### src/rtl/gpio_responder.sv
// Memory-mapped GPIO responder for the rv32i data port: LEDs, 4-digit 7-seg scan,
// synchronized switches and debounced buttons with sticky rising-edge capture.
module gpio_responder #(
  parameter int DEB_CYCLES     = 1000000,
  parameter int REFRESH_CYCLES = 100000
) (
  input  logic        clk_i,
  input  logic        rst_i,
  input  logic        sel_i,
  input  logic [3:0]  addr_i,
  input  logic [31:0] write_i,
  input  logic        we_i,
  output logic [31:0] read_o,
  output logic [15:0] led_o,
  output logic [6:0]  seg_o,
  output logic [3:0]  an_o,
  input  logic [15:0] sw_i,
  input  logic        b0_i,
  input  logic        b1_i,
  input  logic        b2_i,
  input  logic        b3_i
);

  localparam int DW = (DEB_CYCLES > 1) ? $clog2(DEB_CYCLES) : 1;
  localparam int RW = (REFRESH_CYCLES > 1) ? $clog2(REFRESH_CYCLES) : 1;
  localparam logic [DW-1:0] DEB_LAST     = DW'(DEB_CYCLES - 1);
  localparam logic [RW-1:0] REFRESH_LAST = RW'(REFRESH_CYCLES - 1);
  localparam logic [31:0]   ID_VALUE     = 32'h6A10_0001;

  localparam logic [3:0] A_LED     = 4'd0;
  localparam logic [3:0] A_SEGVAL  = 4'd1;
  localparam logic [3:0] A_SEGCTRL = 4'd2;
  localparam logic [3:0] A_SW      = 4'd3;
  localparam logic [3:0] A_BTNLVL  = 4'd4;
  localparam logic [3:0] A_BTNEDGE = 4'd5;
  localparam logic [3:0] A_ID      = 4'd6;

  logic [15:0]   led_q, segval_q;
  logic [3:0]    segctrl_q, btnedge_q;
  logic [15:0]   sw_s1, sw_s2;
  logic [3:0]    btn_raw, btn_s1, btn_s2, btn_stable;
  logic [DW-1:0] deb_cnt [4];
  logic [3:0]    deb_done, btn_rise, edge_clr;
  logic [RW-1:0] scan_cnt;
  logic [1:0]    digit_idx;
  logic [3:0]    digit_val;
  logic          wr_en;

  function automatic logic [6:0] hex7(input logic [3:0] v);
    case (v)
      4'h0: hex7 = 7'h40;  4'h1: hex7 = 7'h79;  4'h2: hex7 = 7'h24;  4'h3: hex7 = 7'h30;
      4'h4: hex7 = 7'h19;  4'h5: hex7 = 7'h12;  4'h6: hex7 = 7'h02;  4'h7: hex7 = 7'h78;
      4'h8: hex7 = 7'h00;  4'h9: hex7 = 7'h10;  4'hA: hex7 = 7'h08;  4'hB: hex7 = 7'h03;
      4'hC: hex7 = 7'h46;  4'hD: hex7 = 7'h21;  4'hE: hex7 = 7'h06;  default: hex7 = 7'h0E;
    endcase
  endfunction

  assign btn_raw   = {b3_i, b2_i, b1_i, b0_i};
  assign wr_en     = sel_i & we_i;
  assign led_o     = led_q;
  assign digit_val = segval_q[{digit_idx, 2'b00} +: 4];

  // A button qualifies on the edge its count expires; a rise is that edge with sync=1.
  always_comb begin
    // NOTE: every combinational output gets a default first so no path infers a latch.
    deb_done = '0;
    for (int k = 0; k < 4; k++)
      deb_done[k] = (btn_s2[k] != btn_stable[k]) && (deb_cnt[k] == DEB_LAST);
    btn_rise = deb_done & btn_s2;
    edge_clr = (wr_en && addr_i == A_BTNEDGE) ? write_i[3:0] : 4'h0;
  end

  always_ff @(posedge clk_i) begin
    // NOTE: state registers use non-blocking assignment so all flops update together.
    if (!rst_i) begin
      led_q     <= '0;
      segval_q  <= '0;
      segctrl_q <= 4'hF;
      btnedge_q <= '0;
    end else begin
      if (wr_en) begin
        case (addr_i)
          A_LED:     led_q     <= write_i[15:0];
          A_SEGVAL:  segval_q  <= write_i[15:0];
          A_SEGCTRL: segctrl_q <= write_i[3:0];
          default:   ;
        endcase
      end
      // Set has priority over a write-1-to-clear on the same bit.
      btnedge_q <= (btnedge_q & ~edge_clr) | btn_rise;
    end
  end

  always_ff @(posedge clk_i) begin
    if (!rst_i) begin
      sw_s1      <= '0;
      sw_s2      <= '0;
      btn_s1     <= '0;
      btn_s2     <= '0;
      btn_stable <= '0;
      for (int k = 0; k < 4; k++) deb_cnt[k] <= '0;
    end else begin
      sw_s1  <= sw_i;
      sw_s2  <= sw_s1;
      btn_s1 <= btn_raw;
      btn_s2 <= btn_s1;
      for (int k = 0; k < 4; k++) begin
        if (btn_s2[k] == btn_stable[k]) begin
          deb_cnt[k] <= '0;
        end else if (deb_done[k]) begin
          deb_cnt[k]    <= '0;
          btn_stable[k] <= btn_s2[k];
        end else begin
          deb_cnt[k] <= deb_cnt[k] + 1'b1;
        end
      end
    end
  end

  always_ff @(posedge clk_i) begin
    if (!rst_i) begin
      scan_cnt  <= '0;
      digit_idx <= '0;
      an_o      <= 4'hF;
      seg_o     <= 7'h7F;
    end else begin
      if (scan_cnt == REFRESH_LAST) begin
        scan_cnt  <= '0;
        digit_idx <= digit_idx + 2'd1;
      end else begin
        scan_cnt <= scan_cnt + 1'b1;
      end
      if (segctrl_q[digit_idx]) begin
        an_o  <= ~(4'b0001 << digit_idx);
        seg_o <= hex7(digit_val);
      end else begin
        an_o  <= 4'hF;
        seg_o <= 7'h7F;
      end
    end
  end

  always_comb begin
    read_o = '0;
    if (sel_i) begin
      case (addr_i)
        A_LED:     read_o = {16'h0, led_q};
        A_SEGVAL:  read_o = {16'h0, segval_q};
        A_SEGCTRL: read_o = {28'h0, segctrl_q};
        A_SW:      read_o = {16'h0, sw_s2};
        A_BTNLVL:  read_o = {28'h0, btn_stable};
        A_BTNEDGE: read_o = {28'h0, btnedge_q};
        A_ID:      read_o = ID_VALUE;
        default:   read_o = '0;
      endcase
    end
  end

endmodule

### config.mk
export PLATFORM = sky130hd
export DESIGN_NAME = gpio_responder
export DESIGN_NICKNAME = d
export VERILOG_FILES = /design/src/rtl/gpio_responder.sv
export SDC_FILE = /design/constraint.sdc
export NUM_CORES = 1
export LEC_CHECK = 0
export ABC_AREA = 1
export CAP_MARGIN = 5
export CORE_MARGIN = 2
export CORE_UTILIZATION = 57
export CTS_CLUSTER_SIZE = 28
export DETAILED_ROUTE_END_ITERATION = 7
export PLACE_DENSITY = 0.91
export SYNTH_ARGS = -nofsm -noshare
export SYNTH_HDL_FRONTEND = slang
export SYNTH_SLANG_ARGS = --single-unit
### constraint.sdc
create_clock -name clk_i -period 2.1 [get_ports clk_i]
set_input_delay 0.525 -clock clk_i [delete_from_list [all_inputs] [get_ports clk_i]]
set_output_delay 0.525 -clock clk_i [all_outputs]
set_load 0.05 [all_outputs]
==> impl_metrics.ini <==
[worst_setup_path]
crit_fanout = 7
critPathLaunchType = input port
arrival_ns = 1.68
worstPathRequired_ns = 1.57
worstSetupPathType = input port to output port
setup.worst_path.end_class = output port

[sta]
min_period_over_period_pct = 105
tightest_slew_ns = 0.530
fmax_mhz = 454
skew_ns = 0.00775
hold-worst-slack_ns = 0.416
finalSetupViolations = 20
relSlewSlack_pct = 64.8
tns_ns = -0.722
fin_ws_ns = -0.101
hold_viol_final = 0
slew_violations = 0
min_period_ns = 2.20
rsz0062_at_grt = yes

[finish]
fin_area_um2 = 12600
layout_commonest_cell = nand2_1
areaGrowthSynthToFinish_pct = 25.7
drive_gt1_share_pct = 13.0
num_antenna_cells = 0
final_cells = 1767
final_cell_mix = nand2_1 (375), nor2_1 (206), inv_1 (121), dfxtp_1 (114), nand3_1 (111)
finalCoreUtilization_pct = 73.1
nets = 1604

[clock_network]
clk_path_buf_depth = 2
cts_tree = yes
postCtsHoldBufs = 0
clk_pin_slew_ns = 0.07
numCtsBuffers = 17
clock_latency_ns = 0.45
cts_sinks = 194
cts_root_buf = clkbuf_16
cts.htree.levels = 4

[routing]
num_vias = 9472
drt_iter0_drc = 1056
via_per_inst = 5.36
drcViolationCount = 0
dr.pass1.iters = 6
route.detailed.wl_per_inst_um = 14.7
ant_nets = 0
wl_um = 26100

[pwr]
pwr_density_cell_nw_per_um2 = 641
p_switching_mw = 2.09
power.internal_mw = 6.02
ir_drop_mv = 0.662
p_leak_nw = 5.45
comb_power_share_pct = 8.0
clkPwrFrac_pct = 41.0
p_seq_share_pct = 51.0
sw_frac_of_total_pct = 25.8

[min_path]
hold_class = flop to flop

[synth]
postSynthAreaPerCell_um2 = 7.49
synth_seq_cells = 194
yosysUniqueCellTypes = 36
synthCells = 1343
ys.warnings.count = 0
synth_top_family_by_area = simple AND/OR/NAND/NOR gates
synthSimpleGateAreaFrac_pct = 33.3
muxShareOfSynthArea_pct = 0
syn_area_um2 = 10100
synth_compound_area_share_pct = 4.75
yosysSeqAreaShare_pct = 46.5
synth_xor_area_share_pct = 4.61
yosys.area_share.adder_pct = 1.86

[global_route]
grtUsageMet3_pct = 5.56
grt_busiest_layer = met2
grt_pass1_wl_um = 40000
grt_remaining_overflow = 0
grt_start_max_net_pins = 37
grt_use_total_pct = 26.9
antenna_found_initial = 0
grt_pass1_vias = 8449
grt_use_met1_pct = 33.8
met2_usage_pct = 45.4

[floorplan]
die_w_um = 137
die_h_um = 137
rows = 48
io_pins = 119
coreArea_um2 = 17300
dieArea_um2 = 18700
start_util_pct = 58.2

[outcome]
violations = setup timing
status = finished, violations left

[placement]
port_buffers = 91
place_congestion = 0.921
placed_area_um2 = 11700
hpwl_um = 17200
place_inst = 1725

[run]
cap_violations = 0
## synthesized netlist by cell type (all sizes together)
library cell	number	area, µm²
nand4	10	62.6
nor2	231	922
conb	2	7.51
nand2	401	1520
xnor2	25	219
nand3	129	696
nand3b	6	45.0
a21oi	72	360
and2	1	6.26
dfxtp	114	2280
buf	46	330
ha	15	188
or2	8	50.1
inv	142	533
nor3	6	45.0
o211ai	4	30.0
clkinv	2	8.75
xor2	28	245
o21bai	3	22.5
clkbuf	4	15.0
o21ai	13	65.1
nor2b	1	6.26
edfxtp	80	2400
## power by group through the flow
stage / clock, mW / combinational (mW) / sequential, mW
after floorplan: 0 / 0.360 / 4.23
after global placement: 0 / 0.577 / 4.21
after detailed placement: 0 / 0.594 / 4.22
after CTS: 3.35 / 0.611 / 4.13
after global routing: 3.48 / 0.708 / 4.15
final: 3.32 / 0.651 / 4.14
## cells by family after synthesis
group	count (synthesis)
AND/OR/NAND/NOR	793
buffers and inverters	194
flip-flops	194
AO/OA/AOI/OAI	92
XOR/XNOR	53
adder cells (fa/ha/maj)	15
other	2
## registers in the layout, indices dropped and copies added (netlist names), 7 cells and up
register and flops:
segval_q 16, sw_s1 16, sw_s2 16, led_o 16, scan_cnt 17, seg_o 7, deb_cnt 80
## layout make-up
type                            instances  area [µm²]
Multi-Input combinational cell       1044        5000
Sequential cell                       194        4680
Fill cell                            1156        4650
Timing Repair Buffer                  128        1520
Inverter                              144         557
Clock buffer                           18         439
Tap cell                              225         282
Clock inverter                         14         168
## per-layer routing
layer	share of wire [%]	vias to the layer above
met5	0	-
met4	4.3	0
met3	8.1	123
met2	49	492
met1	38	4351
li1	-	4506
## through the flow
stage | setup WS, ns | total power, mW
floorplan | 0.0632 | 4.59
global placement | -0.440 | 4.79
detailed placement | -0.515 | 4.81
CTS | -0.0359 | 8.09
global route | -0.173 | 8.34
finish | -0.101 | 8.11
## critical path, cell delays in order
cell	delay (ns)
buf_8	0.11
nor2_4	0.17
nand2_2	0.10
clkinv_4	0.10
buf_12	0.10
clkbuf_16	0.14
nand2_1	0.07
nand3_1	0.09
nand2_1	0.06
inv_2	0.07
buf_12	0.13
## what timing repair did
action                     in CTS  in global routing
pin swaps                       9                 18
setup buffers                   4                  3
cloned                          1                  3
resized for setup              48                 60
setup endpoints to repair      35                 27
## path summary, 6_finish.rpt
path / cells after the start / endpoint / slack [ns] / startpoint
worst max-delay path: 11 / read_o[8] / -0.10 / addr_i[3]
worst min-delay path: 2 / btn_s2[3]$_SDFF_PN0_ / 0.42 / btn_s1[3]$_SDFF_PN0_
worst max register to register: 10 / seg_o[0]$_SDFF_PN1_ / 0.19 / digit_idx[0]$_SDFFE_PN0P_
worst min register to register: 2 / btn_s2[3]$_SDFF_PN0_ / 0.42 / btn_s1[3]$_SDFF_PN0_
Power figures use the tool's default switching activity.
